## config.mk

```make
export PLATFORM = sky130hd
export DESIGN_NAME = bumpy_motion
export DESIGN_NICKNAME = d
export VERILOG_FILES = /design/src/rtl/bumpy_pkg.sv /design/src/rtl/bumpy_axis.sv /design/src/rtl/bumpy_motion.sv
export SDC_FILE = /design/constraint.sdc
export NUM_CORES = 1
export LEC_CHECK = 0
export ABC_AREA = 1
export BUFFER_PORTS_ARGS = -buffer_cell sky130_fd_sc_hd__buf_2
export CAP_MARGIN = 20
export CORE_MARGIN = 2
export CORE_UTILIZATION = 45
export CTS_BUF_LIST = sky130_fd_sc_hd__clkbuf_16
export DETAILED_ROUTE_END_ITERATION = 8
export PLACE_DENSITY_LB_ADDON = 0.08
export RECOVER_POWER = 25
export SETUP_SLACK_MARGIN = 0.15
export SKIP_LAST_GASP = 1
export SYNTH_ARGS = -nofsm -noshare
export SYNTH_HDL_FRONTEND = slang
export SYNTH_SLANG_ARGS = --single-unit
```

## constraint.sdc

```tcl
create_clock -name clk -period 3.25 [get_ports clk]
set_input_delay 0.1625 -clock clk [delete_from_list [all_inputs] [get_ports clk]]
set_output_delay 0.1625 -clock clk [all_outputs]
set_load 0.05 [all_outputs]
```

## src/rtl/bumpy_pkg.sv

```systemverilog
`default_nettype none
// ============================================================================
//  Module  : bumpy_pkg
//  Purpose : Shared definitions for the Bumpy sprite blocks: FSM state codes,
//            tile type codes, edge orientation codes and a saturating
//            gravity helper used by the movement stage.
//  Ports   : (package, none)
//  Rev     : 1.0  initial release
// ============================================================================
package bumpy_pkg;

  // FSM state codes, shared with the Bumpy control FSM
  localparam int STATE_W = 4;
  localparam logic [3:0] Sreset = 4'd0;
  localparam logic [3:0] Sidle  = 4'd1;
  localparam logic [3:0] Sleft  = 4'd2;
  localparam logic [3:0] Sright = 4'd3;
  localparam logic [3:0] Sdown  = 4'd4;
  localparam logic [3:0] Sup    = 4'd5;
  localparam logic [3:0] Sdie   = 4'd6;

  // Tile type codes reported by the collision logic
  localparam logic [2:0] TILE_EMPTY = 3'd0;
  localparam logic [2:0] TILE_WALL  = 3'd1;
  localparam logic [2:0] TILE_SPIKE = 3'd2;
  localparam logic [2:0] TILE_GIFT  = 3'd3;
  localparam logic [2:0] TILE_EXIT  = 3'd4;

  // Edge orientation codes (which side of the sprite touched a tile)
  localparam logic [2:0] EDGE_NONE   = 3'd0;
  localparam logic [2:0] EDGE_TOP    = 3'd1;
  localparam logic [2:0] EDGE_BOTTOM = 3'd2;
  localparam logic [2:0] EDGE_LEFT   = 3'd3;
  localparam logic [2:0] EDGE_RIGHT  = 3'd4;

  // Width of the signed fixed-point speed values
  localparam int SPEED_W = 11;

  // Adds one gravity step to a vertical speed and saturates at vmax.
  // The sum is formed one bit wider so it can never wrap.
  function automatic logic signed [SPEED_W-1:0] fall_speed(
    input logic signed [SPEED_W-1:0] spd,
    input logic signed [SPEED_W-1:0] grav,
    input logic signed [SPEED_W-1:0] vmax
  );
    logic signed [SPEED_W:0] sum;
    sum = $signed({spd[SPEED_W-1], spd}) + $signed({grav[SPEED_W-1], grav});
    if (sum > $signed({vmax[SPEED_W-1], vmax})) begin
      fall_speed = vmax;
    end else begin
      fall_speed = sum[SPEED_W-1:0];
    end
  endfunction

endpackage
`default_nettype wire

```

## src/rtl/bumpy_axis.sv

```systemverilog
`default_nettype none
// ============================================================================
//  Module  : bumpy_axis
//  Purpose : Single-axis fixed-point integrator. Once per frame adds the
//            supplied speed to the position register, clamps the result to
//            [0, MAX_PX] pixels and reports whether the clamp engaged.
//            The integer pixel coordinate is the floor of the position.
//  Ports   : clk          system clock
//            resetN       asynchronous active-low reset
//            startOfFrame update strobe, one cycle per frame
//            load         reload the initial position on this frame
//            speed        signed fixed-point speed applied this frame
//            clamped      combinational: this frame's sum left the range
//            topLeft      signed integer pixel coordinate (registered)
//  Rev     : 1.0  initial release
// ============================================================================
module bumpy_axis
  import bumpy_pkg::*;
#(
  parameter int FRAC_BITS = 6,
  parameter int INIT_PX   = 280,
  parameter int MAX_PX    = 608
) (
  input  logic                      clk,
  input  logic                      resetN,
  input  logic                      startOfFrame,
  input  logic                      load,
  input  logic signed [SPEED_W-1:0] speed,
  output logic                      clamped,
  output logic signed [10:0]        topLeft
);

  localparam int POS_W = 11 + FRAC_BITS;
  localparam logic signed [POS_W-1:0] c_INIT_POS = POS_W'(INIT_PX * (2 ** FRAC_BITS));
  localparam logic signed [POS_W:0]   c_MAX_POS  = (POS_W + 1)'(MAX_PX * (2 ** FRAC_BITS));

  logic signed [POS_W-1:0] r_pos;
  logic signed [POS_W:0]   w_sum;
  logic signed [POS_W:0]   w_speed_ext;
  logic signed [POS_W-1:0] w_pos_nxt;

  // One extra bit of headroom so an overshoot past either edge is visible
  // as a sign or magnitude excess rather than a wrap.
  assign w_speed_ext = {{(POS_W + 1 - SPEED_W){speed[SPEED_W-1]}}, speed};
  assign w_sum       = {r_pos[POS_W-1], r_pos} + w_speed_ext;

  always_comb begin
    w_pos_nxt = w_sum[POS_W-1:0];
    clamped   = 1'b0;
    if (w_sum[POS_W]) begin
      w_pos_nxt = '0;
      clamped   = 1'b1;
    end else if (w_sum > c_MAX_POS) begin
      w_pos_nxt = c_MAX_POS[POS_W-1:0];
      clamped   = 1'b1;
    end
  end

  always_ff @(posedge clk or negedge resetN) begin
    if (!resetN) begin
      r_pos <= c_INIT_POS;
    end else if (startOfFrame) begin
      if (load) begin
        r_pos <= c_INIT_POS;
      end else begin
        r_pos <= w_pos_nxt;
      end
    end
  end

  // Dropping the fraction bits of a two's-complement value is a floor.
  assign topLeft = r_pos[POS_W-1:FRAC_BITS];

endmodule
`default_nettype wire

```

## src/rtl/bumpy_motion.sv

```systemverilog
`default_nettype none
// ============================================================================
//  Module  : bumpy_motion
//  Purpose : Movement stage behind the Bumpy control FSM. Once per video
//            frame selects X/Y speeds from the FSM state, integrates them
//            into clamped fixed-point positions and blinks the sprite while
//            dead.
//  Ports   : clk          system clock
//            resetN       asynchronous active-low reset
//            startOfFrame one-cycle pulse per video frame
//            state        4-bit FSM state code (bumpy_pkg encoding)
//            die          sticky death flag from the FSM
//            topLeftX     signed sprite top-left X, integer px
//            topLeftY     signed sprite top-left Y, integer px
//            visible      sprite draw enable
//  Rev     : 1.0  initial release
// ============================================================================
module bumpy_motion
  import bumpy_pkg::*;
#(
  parameter int FRAC_BITS    = 6,
  parameter int INIT_X       = 280,
  parameter int INIT_Y       = 185,
  parameter int X_SPEED      = 128,
  parameter int UP_SPEED     = 192,
  parameter int GRAVITY      = 8,
  parameter int MAX_Y_SPEED  = 256,
  parameter int SCREEN_W     = 640,
  parameter int SCREEN_H     = 480,
  parameter int OBJ_W        = 32,
  parameter int OBJ_H        = 32,
  parameter int BLINK_FRAMES = 8
) (
  input  logic               clk,
  input  logic               resetN,
  input  logic               startOfFrame,
  input  logic [3:0]         state,
  input  logic               die,
  output logic signed [10:0] topLeftX,
  output logic signed [10:0] topLeftY,
  output logic               visible
);

  localparam logic signed [SPEED_W-1:0] c_X_SPEED   = SPEED_W'(X_SPEED);
  localparam logic signed [SPEED_W-1:0] c_UP_SPEED  = SPEED_W'(UP_SPEED);
  localparam logic signed [SPEED_W-1:0] c_GRAVITY   = SPEED_W'(GRAVITY);
  localparam logic signed [SPEED_W-1:0] c_MAX_Y_SPD = SPEED_W'(MAX_Y_SPEED);
  localparam int c_BLINK_W = (BLINK_FRAMES > 1) ? $clog2(BLINK_FRAMES) : 1;
  localparam logic [c_BLINK_W-1:0] c_BLINK_LAST = c_BLINK_W'(BLINK_FRAMES - 1);

  logic signed [SPEED_W-1:0] r_speed_x;
  logic signed [SPEED_W-1:0] r_speed_y;
  logic [3:0]                r_prev_state;
  logic [c_BLINK_W-1:0]      r_blink_cnt;
  logic                      r_visible;

  logic [3:0]                w_eff_state;
  logic signed [SPEED_W-1:0] w_speed_x_nxt;
  logic signed [SPEED_W-1:0] w_speed_y_nxt;
  logic                      w_load;
  logic                      w_horiz;
  logic                      w_clamp_x;
  logic                      w_clamp_y;

  // Death overrides whatever the FSM reports; unknown codes behave as idle.
  always_comb begin
    w_eff_state = Sidle;
    if (die) begin
      w_eff_state = Sdie;
    end else begin
      case (state)
        Sreset, Sidle, Sleft, Sright, Sdown, Sup, Sdie: w_eff_state = state;
        default:                                        w_eff_state = Sidle;
      endcase
    end
  end

  // Speed selection. The axes add these new speeds on the same frame.
  always_comb begin
    w_speed_x_nxt = '0;
    w_speed_y_nxt = '0;
    w_load        = 1'b0;
    w_horiz       = 1'b0;
    case (w_eff_state)
      Sreset: begin
        w_load = 1'b1;
      end
      Sleft, Sright: begin
        w_horiz       = 1'b1;
        w_speed_x_nxt = (w_eff_state == Sleft) ? -c_X_SPEED : c_X_SPEED;
        // Leaving a jump cancels the upward momentum instead of decaying it.
        if (r_prev_state == Sup) begin
          w_speed_y_nxt = '0;
        end else begin
          w_speed_y_nxt = fall_speed(r_speed_y, c_GRAVITY, c_MAX_Y_SPD);
        end
      end
      Sdown: begin
        if (r_prev_state != Sdown) begin
          w_speed_y_nxt = c_GRAVITY;
        end else begin
          w_speed_y_nxt = fall_speed(r_speed_y, c_GRAVITY, c_MAX_Y_SPD);
        end
      end
      Sup: begin
        w_speed_y_nxt = -c_UP_SPEED;
      end
      default: begin
        // Sidle and Sdie: stand still
      end
    endcase
  end

  bumpy_axis #(
    .FRAC_BITS (FRAC_BITS),
    .INIT_PX   (INIT_X),
    .MAX_PX    (SCREEN_W - OBJ_W)
  ) u_axis_x (
    .clk          (clk),
    .resetN       (resetN),
    .startOfFrame (startOfFrame),
    .load         (w_load),
    .speed        (w_speed_x_nxt),
    .clamped      (w_clamp_x),
    .topLeft      (topLeftX)
  );

  bumpy_axis #(
    .FRAC_BITS (FRAC_BITS),
    .INIT_PX   (INIT_Y),
    .MAX_PX    (SCREEN_H - OBJ_H)
  ) u_axis_y (
    .clk          (clk),
    .resetN       (resetN),
    .startOfFrame (startOfFrame),
    .load         (w_load),
    .speed        (w_speed_y_nxt),
    .clamped      (w_clamp_y),
    .topLeft      (topLeftY)
  );

  // A clamp kills the speed on that axis, except horizontal walking keeps
  // its X speed so the FSM can still see the direction of travel.
  always_ff @(posedge clk or negedge resetN) begin
    if (!resetN) begin
      r_speed_x    <= '0;
      r_speed_y    <= '0;
      r_prev_state <= Sreset;
    end else if (startOfFrame) begin
      r_speed_x    <= (w_clamp_x && !w_horiz) ? '0 : w_speed_x_nxt;
      r_speed_y    <= w_clamp_y ? '0 : w_speed_y_nxt;
      r_prev_state <= state;
    end
  end

  always_ff @(posedge clk or negedge resetN) begin
    if (!resetN) begin
      r_blink_cnt <= '0;
      r_visible   <= 1'b1;
    end else if (startOfFrame) begin
      if (w_eff_state == Sdie) begin
        if (r_blink_cnt == c_BLINK_LAST) begin
          r_blink_cnt <= '0;
          r_visible   <= ~r_visible;
        end else begin
          r_blink_cnt <= r_blink_cnt + c_BLINK_W'(1);
        end
      end else begin
        r_blink_cnt <= '0;
        r_visible   <= 1'b1;
      end
    end
  end

  // A live sprite is always drawn, independent of the blink phase.
  assign visible = r_visible | ~die;

endmodule
`default_nettype wire

```

==> run summary <==
Run status
- outcome: complete, but fails checks
- failing checks: capacitance limit, slew limit, setup timing

Run
- max-cap violation count: 1

Hold path
- hold depth: 4
- Tightest Hold Check Type: input pin to register

Setup path
- Critical Setup Path Class: register to register
- Crit path top cell by count: nand2_2
- largest fanout on the critical path: 6
- Worst EP arrival: 3.83 ns
- data required time at the worst endpoint: 3.43 ns
- critical path capture point type: register
- crit path buf inv count: 3
- R2R setup slack: -0.41 ns
- Critical Path Start Type: register
- crit path max-delay cell type: dfrtp_1
- number of cell instances on the worst register-to-register path: 26
- number of logic stages on the critical path including buffering: 26
- highest cell delay on the worst timing path: 0.42 ns
- cell family contributing the most delay on the critical path: simple AND/OR/NAND/NOR gates

Yosys
- proportion of netlist area held by the largest area contributor: 23.2%
- async set or reset register ratio after synthesis: 100%
- net count after synthesis: 650
- Distinct cells, synth: 34
- number of standard cells after synthesis: 610
- dominant cell by count in the synthesized netlist: nand2_1
- predominant post-synthesis flop cell: dfrtp_1
- leading post-synthesis cells by cell area: dfrtp_1, nand2_1, ha_1
- cell taking the most area after synthesis: dfrtp_1
- Post-synth EDFFs: 0
- flops & latches, synth: 46
- total number of yosys warnings: 0
- Post-Synthesis Cell Area: 0.00400 mm²
- Seq/Total Area, Yosys: 29.1%
- Avg Cell Area, Syn: 6.56 µm²
- Post-synth top cells: nand2_1, inv_1, nand3_1, nor2_1, dfrtp_1

Die
- area of the die: 0.00966 mm²
- horizontal extent of the die: 98.3 µm
- standard cell core area: 0.00868 mm²
- total I/O pin count: 31
- starting utilization of the core area: 46.1%
- standard-cell row count: 34
- DIE HEIGHT: 98.3 µm

CTS
- H-tree depth: 2
- number of sinks handled by clock tree synthesis: 46
- CTS Root Buffer Type: clkbuf_16
- insertion delay of the later-clocked pin in the worst-skew pair: 0.29 ns
- deepest clock path buffer count: 2
- cts-stage hold buffer count: 0
- Clock transition at path regs: 0.06 ns
- Num CTS Buffers: 5
- clock tree from TritonCTS: done

Global routing
- GRT Util Overall: 23.5%
- wire length of the first global-routing pass: 18700 µm
- total global routing overflow: 0
- via count of the first global-routing pass: 4106
- initial antenna violation count: 0
- pin count of the biggest net entering global routing: 40

Place
- Port Buffers: 29
- gp weighted congestion: 0.928
- Post-DP HPWL: 8440 µm
- DP Worst Slack: -0.441 ns

Drt
- number of vias per cell after detailed routing: 5.02
- vias: 4305
- WL/cell: 13.9 µm
- Initial DRT Pass Iterations: 6
- DRC violation total after the first TritonRoute iteration: 142
- wire length reported by the detailed router: 11900 µm
- remaining antenna violation count after routing: 0
- Post-route DRC: 0

Timing
- worst path setup slack after routing: -0.408 ns
- RSZ-0062 raised after global routing: true
- Rel. slew slack: -44.6%
- final-report max-slew violation count: 40
- Max Clock Skew: 0.00708 ns
- total count of hold-check failures in the final report: 0
- ratio of final minimum period to clock period: 113%
- maximum operating frequency: 273 MHz
- minimum clock period: 3.66 ns
- slew at the pin with the worst max-slew slack: 2.17 ns
- Final Setup Violations: 26

Cells and area
- post-synthesis to final-layout area growth: 46.4%
- proportion of layout cells with a drive suffix above 1: 39.3%
- number of diodes: 0
- post-route core utilization: 67.4%
- NumNets Final: 788

Power and ir drop
- VDD IR-drop max: 0.000466 V
- cell area power density: 540 mW/mm²
- static power due to leakage: 3.11 nW

final timing paths:
path / startpoint / to
worst max-delay path: r_speed_y[4]$_DFFE_PN0P_ / u_axis_y.r_pos[8]$_DFFE_PN0P_
worst min-delay path: state[0] / r_prev_state[0]$_DFFE_PN0P_
worst max register to register: r_speed_y[4]$_DFFE_PN0P_ / u_axis_y.r_pos[8]$_DFFE_PN0P_
worst min register to register: r_blink_cnt[1]$_DFFE_PN0P_ / r_blink_cnt[1]$_DFFE_PN0P_
max in group asynchronous: resetN / r_speed_y[5]$_DFFE_PN0P_
min in group asynchronous: resetN / u_axis_y.r_pos[1]$_DFFE_PN0P_
state kept, by name, summed over array words and instances, names as in the netlist:
signal          cells
r_blink_cnt         3
u_axis_x.r_pos     10
r_visible           1
r_speed_y          11
u_axis_y.r_pos     17
r_prev_state        4
cell usage in the layout, fill, tap and decap left out, types with 4 or more instances in the layout:
| master | instances |
|---|---|
| nor2_4 | 7 |
| nand2_2 | 35 |
| buf_4 | 109 |
| nand2_1 | 149 |
| dfstp_2 | 9 |
| nand3_1 | 43 |
| xor2_1 | 6 |
| xor2_2 | 4 |
| buf_2 | 28 |
| ha_1 | 18 |
| nor2_1 | 34 |
| clkbuf_16 | 5 |
| ha_4 | 11 |
| a21oi_1 | 19 |
| nand2_4 | 6 |
| buf_6 | 12 |
| nor2_2 | 12 |
| nand3b_1 | 4 |
| o21ai_2 | 5 |
| dfrtp_1 | 35 |
| inv_2 | 8 |
| nor3_1 | 7 |
| a21oi_2 | 11 |
| nand3_2 | 13 |
| o21ai_0 | 15 |
| inv_1 | 92 |
| o21ai_1 | 5 |
| xnor2_1 | 4 |
| nand4_1 | 10 |
worst reg2reg max path, stage by stage (launching register included):
cell and delay [ns]:
dfrtp_1 0.42, ha_4 0.18, nand3_4 0.11, nor3_4 0.26, xor2_2 0.19, nor2_1 0.08, nand3_2 0.09, nand2_4 0.09
nand2_8 0.11, nor2_4 0.06, ha_4 0.16, fa_2 0.41, nand2_2 0.10, nand2_4 0.09, buf_6 0.13, nand4_1 0.10
nand3_1 0.09, nand2_1 0.08, nand2_2 0.06, nor2_2 0.09, nand2_2 0.07, a21oi_2 0.14, nand2_2 0.10, buf_12 0.15
buf_6 0.12, nand3_2 0.05, nand2_1 0.05
cell families after synthesis:
kind of cell    share of synthesized area, %
compound gates                          8.86
other cells                           0.0938
xor+xnor                                3.29
simple gates                            35.7
flops                                   29.1
buf+inv                                 12.6
fa+ha+maj                               10.4
per-layer routing:
metal	routed length (µm)	GRT usage, %
met1	5630	32.9
met5	0	0
met3	382	3.08
met2	5780	38.8
met4	132	5.80
cell type report:
| type | count | area [µm²] |
|---|---|---|
| Fill cell | 775 | 2830 |
| Clock inverter | 3 | 11.3 |
| Timing Repair Buffer | 151 | 1120 |
| Clock buffer | 5 | 125 |
| Sequential cell | 46 | 1160 |
| Multi-Input combinational cell | 445 | 2930 |
| Tap cell | 108 | 135 |
| Inverter | 99 | 373 |
power by group:
part	switching [W]	internal, W	total, W
sequential	0.000108	0.000712	0.000820
clock	0.000213	0.000277	0.000490
combinational	0.00115	0.000706	0.00185
metrics by stage:
stage,TNS [ns],power (W),hold WS [ns],std cells,cell area [µm²]
after floorplan,-0.0516,0.00191,-0.133,610,4050
after global placement,-10.37,0.00241,0.333,826,4950
after detailed placement,-10.09,0.00243,0.329,826,4950
after CTS,-7.50,0.00299,0.0234,845,5310
after global routing,-15.59,0.00337,0.255,857,5850
final,-9.62,0.00316,0.222,857,5850
timing repair:
item,CTS,global route
endpoints found under the setup margin,26,27
gates resized for setup,36,105
pin swaps,25,30
setup buffers,11,12
cloned,0,0
(Power assumes the default switching activity.)
